--- config.mk ---
export PLATFORM = sky130hd
export DESIGN_NAME = logic_op_sequencer
export DESIGN_NICKNAME = d
export VERILOG_FILES = /design/src/rtl/logic_op_sequencer.sv
export SDC_FILE = /design/constraint.sdc
export NUM_CORES = 1
export LEC_CHECK = 0
export CAP_MARGIN = 20
export CORE_MARGIN = 2
export CORE_UTILIZATION = 55
export CTS_CLUSTER_SIZE = 28
export DETAILED_ROUTE_END_ITERATION = 6
export DONT_BUFFER_PORTS = 1
export GPL_ROUTABILITY_DRIVEN = 0
export PLACE_DENSITY = 0.73
export SYNTH_ARGS = -nofsm -noshare
export SYNTH_HDL_FRONTEND = slang
export SYNTH_SLANG_ARGS = --single-unit
--- constraint.sdc ---
create_clock -name clk -period 2.7 [get_ports clk]
set_input_delay 0.27 -clock clk [delete_from_list [all_inputs] [get_ports clk]]
set_output_delay 0.27 -clock clk [all_outputs]
set_load 0.1 [all_outputs]
--- src/rtl/logic_op_sequencer.sv ---
// logic_op_sequencer: queues logic-op commands, drives an external
// logic unit and returns one captured result per command.
module logic_op_sequencer #(
  parameter int FIFO_DEPTH = 4,
  parameter int CNT_W      = 8
) (
  input  logic             clk,
  input  logic             rst_n,
  input  logic             cmd_valid,
  output logic             cmd_ready,
  input  logic             cmd_a,
  input  logic             cmd_b,
  input  logic [1:0]       cmd_op,
  output logic             alu_a,
  output logic             alu_b,
  output logic             alu_s1,
  output logic             alu_s0,
  input  logic             alu_o,
  output logic             res_valid,
  input  logic             res_ready,
  output logic             res_data,
  output logic [1:0]       res_op,
  output logic [CNT_W-1:0] op_count,
  output logic             busy
);

  localparam int AW = (FIFO_DEPTH > 1) ? $clog2(FIFO_DEPTH) : 1;
  localparam logic [AW:0] FULL_CNT = (AW+1)'(FIFO_DEPTH);

  typedef struct packed {
    logic       a;
    logic       b;
    logic [1:0] op;
  } cmd_t;

  typedef enum logic [1:0] {
    IDLE,
    SAMPLE,
    OUT
  } state_t;

  state_t          state;
  cmd_t            mem [FIFO_DEPTH];
  cmd_t            head;
  cmd_t            wr_cmd;
  logic [AW-1:0]   wr_ptr;
  logic [AW-1:0]   rd_ptr;
  logic [AW:0]     count;
  logic [1:0]      op_q;
  logic            full;
  logic            empty;
  logic            push;
  logic            pop;

  assign full      = (count == FULL_CNT);
  assign empty     = (count == '0);
  assign cmd_ready = !full;
  assign push      = cmd_valid && !full;
  assign head      = mem[rd_ptr];
  assign busy      = (state != IDLE) || !empty;

  assign wr_cmd.a  = cmd_a;
  assign wr_cmd.b  = cmd_b;
  assign wr_cmd.op = cmd_op;

  // A pop only happens where the FSM is ready to issue a new command;
  // emptiness is judged before this edge's push, so there is no bypass.
  always_comb begin
    pop = 1'b0;
    unique case (1'b1)
      (state == IDLE): pop = !empty;
      (state == OUT):  pop = !empty && res_ready;
      default:         pop = 1'b0;
    endcase
  end

  // Command storage: write the incoming command at the tail.
  always_ff @(posedge clk or negedge rst_n) begin
    if (!rst_n) begin
      for (int i = 0; i < FIFO_DEPTH; i++) begin
        mem[i] <= '0;
      end
    end else if (push) begin
      mem[wr_ptr] <= wr_cmd;
    end
  end

  // Pointers wrap naturally at the power-of-two depth.
  always_ff @(posedge clk or negedge rst_n) begin
    if (!rst_n) begin
      wr_ptr <= '0;
      rd_ptr <= '0;
    end else begin
      if (push) begin
        wr_ptr <= wr_ptr + AW'(1);
      end
      if (pop) begin
        rd_ptr <= rd_ptr + AW'(1);
      end
    end
  end

  // Occupancy: simultaneous push and pop leave it unchanged.
  always_ff @(posedge clk or negedge rst_n) begin
    if (!rst_n) begin
      count <= '0;
    end else begin
      unique case ({push, pop})
        2'b10:   count <= count + (AW+1)'(1);
        2'b01:   count <= count - (AW+1)'(1);
        default: count <= count;
      endcase
    end
  end

  // Issue / sample / present sequencer with registered outputs.
  always_ff @(posedge clk or negedge rst_n) begin
    if (!rst_n) begin
      state     <= IDLE;
      alu_a     <= 1'b0;
      alu_b     <= 1'b0;
      alu_s1    <= 1'b0;
      alu_s0    <= 1'b0;
      op_q      <= 2'b00;
      res_valid <= 1'b0;
      res_data  <= 1'b0;
      res_op    <= 2'b00;
      op_count  <= '0;
    end else begin
      if (pop) begin
        alu_a  <= head.a;
        alu_b  <= head.b;
        alu_s1 <= head.op[1];
        alu_s0 <= head.op[0];
        op_q   <= head.op;
      end
      unique case (state)
        IDLE: begin
          if (pop) begin
            state <= SAMPLE;
          end
        end
        SAMPLE: begin
          res_data  <= alu_o;
          res_op    <= op_q;
          res_valid <= 1'b1;
          state     <= OUT;
        end
        OUT: begin
          if (res_ready) begin
            res_valid <= 1'b0;
            op_count  <= op_count + CNT_W'(1);
            state     <= pop ? SAMPLE : IDLE;
          end
        end
        default: begin
          state <= IDLE;
        end
      endcase
    end
  end

endmodule

**After elaboration in Yosys (flattened, before gate mapping)**

Cells that the tools add are included.

- Equal/unequal tests: 7
- Bitwise logic cells: 2
- Order comparisons: 3
- Reduce and logical (&&, ||, !) cells: 14
- $add $sub $neg: 5
- Mux-type cells: 14

Operator list:

| cell | number |
|---|---|
| 16-bit bitwise mux | 1 |
| 4-bit two-way mux | 3 |
| 8-bit by 1-bit adder with 8-bit output, second input constant | 1 |
| 4-bit binary-select mux with 2-bit select | 1 |
| 4-bit demux with 2-bit select | 1 |
| 3-bit >= comparator, second input constant | 2 |
| 2-bit NOT with 3-bit output | 2 |
| 2-bit case mux with 3 select lines | 1 |
| 3-bit case mux with 2 select lines | 1 |
| 2-bit AND reduction | 3 |
| 2-bit nonzero test | 3 |
| 2-bit by 1-bit adder with 2-bit output, second input constant | 2 |
| 2-bit by 1-bit equality test with 1-bit output, second input constant | 2 |
| 2-bit equality test, second input constant | 2 |
| 2-bit two-way mux | 2 |
| 2-bit != test, second input constant | 2 |
| 1-bit case mux with 2 select lines | 2 |
| 3-bit by 1-bit adder with 3-bit output, second input constant | 1 |
| 3-bit equality test, second input constant | 1 |
| 1-bit logical AND | 3 |
| 3-bit logical NOT | 1 |
| 3-bit by 1-bit < comparator with 1-bit output, second input constant | 1 |
| 3-bit by 1-bit subtractor with 3-bit output, second input constant | 1 |
| 1-bit logical NOT | 2 |
| 3 further kinds | 4 |

- Input bits: 9
- Flip-flop bits (word level): 43

**Depth between registers and ports, before layout**

- Word-level depth: 7
- Mapped depth: 8

**Least setup slack after synthesis**

OpenSTA, ideal clock, no wires.

- Path type: register -> register
- Start: register count[1]
- End: register count[1]
- Data arrival time: 1.939 ns
- Library setup time: 0.125 ns
- Period minus slack after synthesis: 2.063 ns
- Cell stages (with the launch flop): 7
- Slack: 0.637 ns
- Buffers on the path: 1
- Cell sequence: dfrtp_1 or3b_1 buf_6 nand2_4 ha_1 fa_1 mux2_2

- Elaborated cells between the ends (all ways): 13

RTL lines:

| what | line | source |
|---|---|---|
| from (decl) | 48 | `logic [AW:0] count;` |
| from (signal assigned) | 109 | `2'b10: count <= count + (AW+1)'(1);` |
| from (signal assigned) | 110 | `2'b01: count <= count - (AW+1)'(1);` |
| from (signal assigned) | 111 | `default: count <= count;` |
| 3-bit equality test (*) | 55 | `assign full = (count == FULL_CNT);` |
| 1-bit logical NOT (*) | -- |  |
| net cmd_ready | 10 | `output logic cmd_ready,` |
| 1-bit logical AND (*) | 58 | `assign push = cmd_valid && !full;` |
| 2-bit by 1-bit equality test with 1-bit output / 2-bit equality test (equally long branches) | 108 | `unique case ({push, pop})` |
| 3-bit case mux with 2 select lines / 2-bit nonzero test (equally long branches) | -- |  |

The timed path passes the listed nets; every way through them passes the cells marked *.
A chain may end at the register's enable or synchronous reset.

**Final worst setup path**

- Start: register count[1]
- End: register count[2]

- Word-level cells in the longest chain between the ends: 6
- Elaborated cells between the ends (all ways): 13

Ends and longest elaborated chain:

| what | line | source |
|---|---|---|
| 3-bit logical NOT (*) | 56 | `assign empty = (count == '0);` |
| 1-bit logical NOT (*) | 71, 72 |  |
| 1-bit logical AND | 72 | `(state == OUT): pop = !empty && res_ready;` |
| 1-bit case mux with 2 select lines (*) | 70 | `unique case (1'b1)` |
| net pop | 53 | `logic pop;` |
| 2-bit by 1-bit equality test with 1-bit output / 2-bit equality test (equally long branches) | 108 |  |
| 3-bit case mux with 2 select lines / 2-bit nonzero test (equally long branches) | -- |  |

Marked as above.

==> results.json <==
{
  "yosysMostFrequentCell": "dfrtp_1",
  "grt_setup_unrepaired": "no",
  "grt_pass1_vias": 1120,
  "drive_above_1_share": 0.3179,
  "cts_root_buf": "clkbuf_4",
  "fmax_mhz": 461.0,
  "via_per_inst": 5.411,
  "crit_buf_inv": 0,
  "via_count": 1066,
  "start_util": 0.5722,
  "holdWs_ns": 0.02067,
  "crit_path_max_fanout": 6,
  "n_antenna_cell": 0,
  "ys_seq_area_frac": 0.5416,
  "routed_wl_mm": 3.127,
  "critPathCaptureType": "flop",
  "met1_usage": 0.2386,
  "tightest_slew_ns": 0.9632,
  "hp-class": "in2reg",
  "clkLatencyLatePin_ns": 0.35,
  "clock_path_buffers": 2,
  "hold_viol": 0,
  "cp.required_ns": 2.98,
  "maxCapViolations": 0,
  "synth_edf_count": 0,
  "synth_area_leader_cell": "dfrtp_1",
  "placed_cell_area_um2": 1992,
  "dp_hpwl_mm": 2.297,
  "cts_made_buffers": 5,
  "fin_skew_ns": 0.01130,
  "crit_family": "simple AND/OR/NAND/NOR gates",
  "cts_resized": 0,
  "synth.distinct_cells": 30,
  "dr.pass1.iters": 4,
  "dieHeight_um": 62.69,
  "final-setup-viol-count": 0,
  "io_pins": 27,
  "yosysWarnings": 0,
  "crit_path_start_kind": "flop",
  "clkTransAtPathRegs_ns": 0.13,
  "slew_viol_final": 0,
  "path_cells": "nor3_1 -> nor3_2 -> ha_1 -> fa_1 -> xnor2_1 -> nor2_1 -> xor2_1",
  "grt_antenna_before_repair": 0,
  "htreeDepth": 2,
  "track_usage": 0.1769,
  "syn2layout_area_growth_pct": 12.15,
  "ff2ff_setup_slack_ns": 0.53,
  "grt.busiest_layer": "met2",
  "cts_tree": "yes",
  "numPortBuffers": 0,
  "rows": 21,
  "syn_area_um2": 1894,
  "core_um2": 3311,
  "slowest_delay_ns": 0.44,
  "synth_top_flop_cell": "dfrtp_1",
  "nets": 166,
  "yosys.area.top_type_share": 0.5416,
  "wl_per_cell_um": 15.87,
  "avgSynthCellArea_um2": 14.03,
  "grt_use_met3": 0.04505,
  "grt_util_met2": 0.2782,
  "grt_pass1_wl_mm": 5.333,
  "drt_iter0_drc": 51,
  "fp.dieArea_um2": 3929,
  "fin_crit_ns": 2.169,
  "yosys-top-cells-area": "dfrtp_1 (54%), mux2_2 (14%), mux4_1 (5.5%), ha_1 (4.0%), xor2_1 (3.2%)",
  "die_w_um": 62.69,
  "setup-tns-final_ns": 0,
  "outcome": "complete, no violations",
  "ant_nets": 0,
  "grt_max_degree": 42,
  "synth-seq-cells": 41,
  "synth_nets": 151,
  "fin_crit_sh": 0.8034,
  "grt-ovfl-total": 0,
  "worstSetupPathType": "reg2reg",
  "slew_headroom": 0.3579,
  "design_area_um2": 2125,
  "yosys-top-cells-count": "dfrtp_1 (41), mux2_2 (23), nand2_1 (12)",
  "worstPathArrival_ns": 2.45,
  "syn_inst": 135,
  "drc_errors": 0,
  "async_flop_share": 1.000,
  "clock_sinks": 41,
  "cp_slowest_cell": "dfrtp_1"
}
==> registers in the layout (all words and copies together) (netlist names) <==
| name | count |
|---|---|
| res_op | 2 |
| count | 3 |
| state | 2 |
| rd_ptr | 2 |
| mem | 16 |
| res_valid | 1 |
| alu_s1 | 1 |
| alu_a | 1 |
| op_q | 1 |
| op_count | 8 |
| res_data | 1 |
| wr_ptr | 2 |
| alu_b | 1 |
==> logic make-up after synthesis <==
| logic type | count (synthesis) | share of synthesized area |
|---|---|---|
| and+or+nand+nor | 38 | 0.1275 |
| xor gates and xnor gates | 13 | 0.06011 |
| AOI/OAI and AO/OA | 3 | 0.007924 |
| buffers and inverters | 6 | 0.02047 |
| DFF | 41 | 0.5416 |
| adders and majority gates | 7 | 0.05020 |
| muxes | 27 | 0.1922 |
==> stage by stage <==
step,utilization,std cells,setup WS (ns)
floorplan,-,135,0.6365
global placement,0.6017,187,0.6361
detailed placement,0.6017,187,0.5372
CTS,0.6417,197,0.5065
global route,0.6417,197,0.3582
finish,0.6417,197,0.5307
==> metal layers <==
layer,share of wire,vias to the layer above
li1,-,503
met1,0.46,534
met2,0.49,23
met3,0.038,6
met4,0.016,0
met5,0,-
==> repair_timing <==
action                                 4_1_cts  5_1_grt
endpoints found under the hold margin       41        0
setup buffers                                0        0
hold buffers                                 2        0
==> worst reg2reg max path, cell delays in order, from the launching register on <==
cell	delay, ns
dfrtp_1	0.44
nor3_1	0.43
nor3_2	0.18
ha_1	0.26
fa_1	0.38
xnor2_1	0.14
nor2_1	0.12
xor2_1	0.15
==> path summary, 6_finish.rpt <==
check,cells past startpoint,endpoint,from
max,7,count[2],count[1]
min,2,res_data,alu_o
max reg2reg,7,count[2],count[1]
min reg2reg,1,count[2],count[2]
max in group asynchronous,2,wr_ptr[0],rst_n
min in group asynchronous,2,res_op[0],rst_n
==> cell usage in the layout, fill, tap and decap left out, types with 3 or more instances in the layout <==
cell	synthesis	layout
nand2_1	12	12
nand3_2	3	3
nor3_1	4	4
clkbuf_4	0	5
xor2_1	7	7
dfrtp_1	41	41
buf_4	0	9
nand3_1	3	3
nor2_1	3	3
xnor2_1	6	6
mux4_1	4	4
mux2_2	23	23
ha_1	6	6
inv_1	3	3
==> final cells by class <==
type	count	area (um2)
Clock buffer	5	37.54
Clock inverter	3	65.06
Fill cell	282	1186
Inverter	3	11.26
Multi-Input combinational cell	88	829.5
Sequential cell	41	1026
Tap cell	46	57.56
Timing Repair Buffer	11	97.59
Power is left out: the tool's default activity adds up to more than one toggle a clock period on the data nets, which glitch-free logic cannot reach.
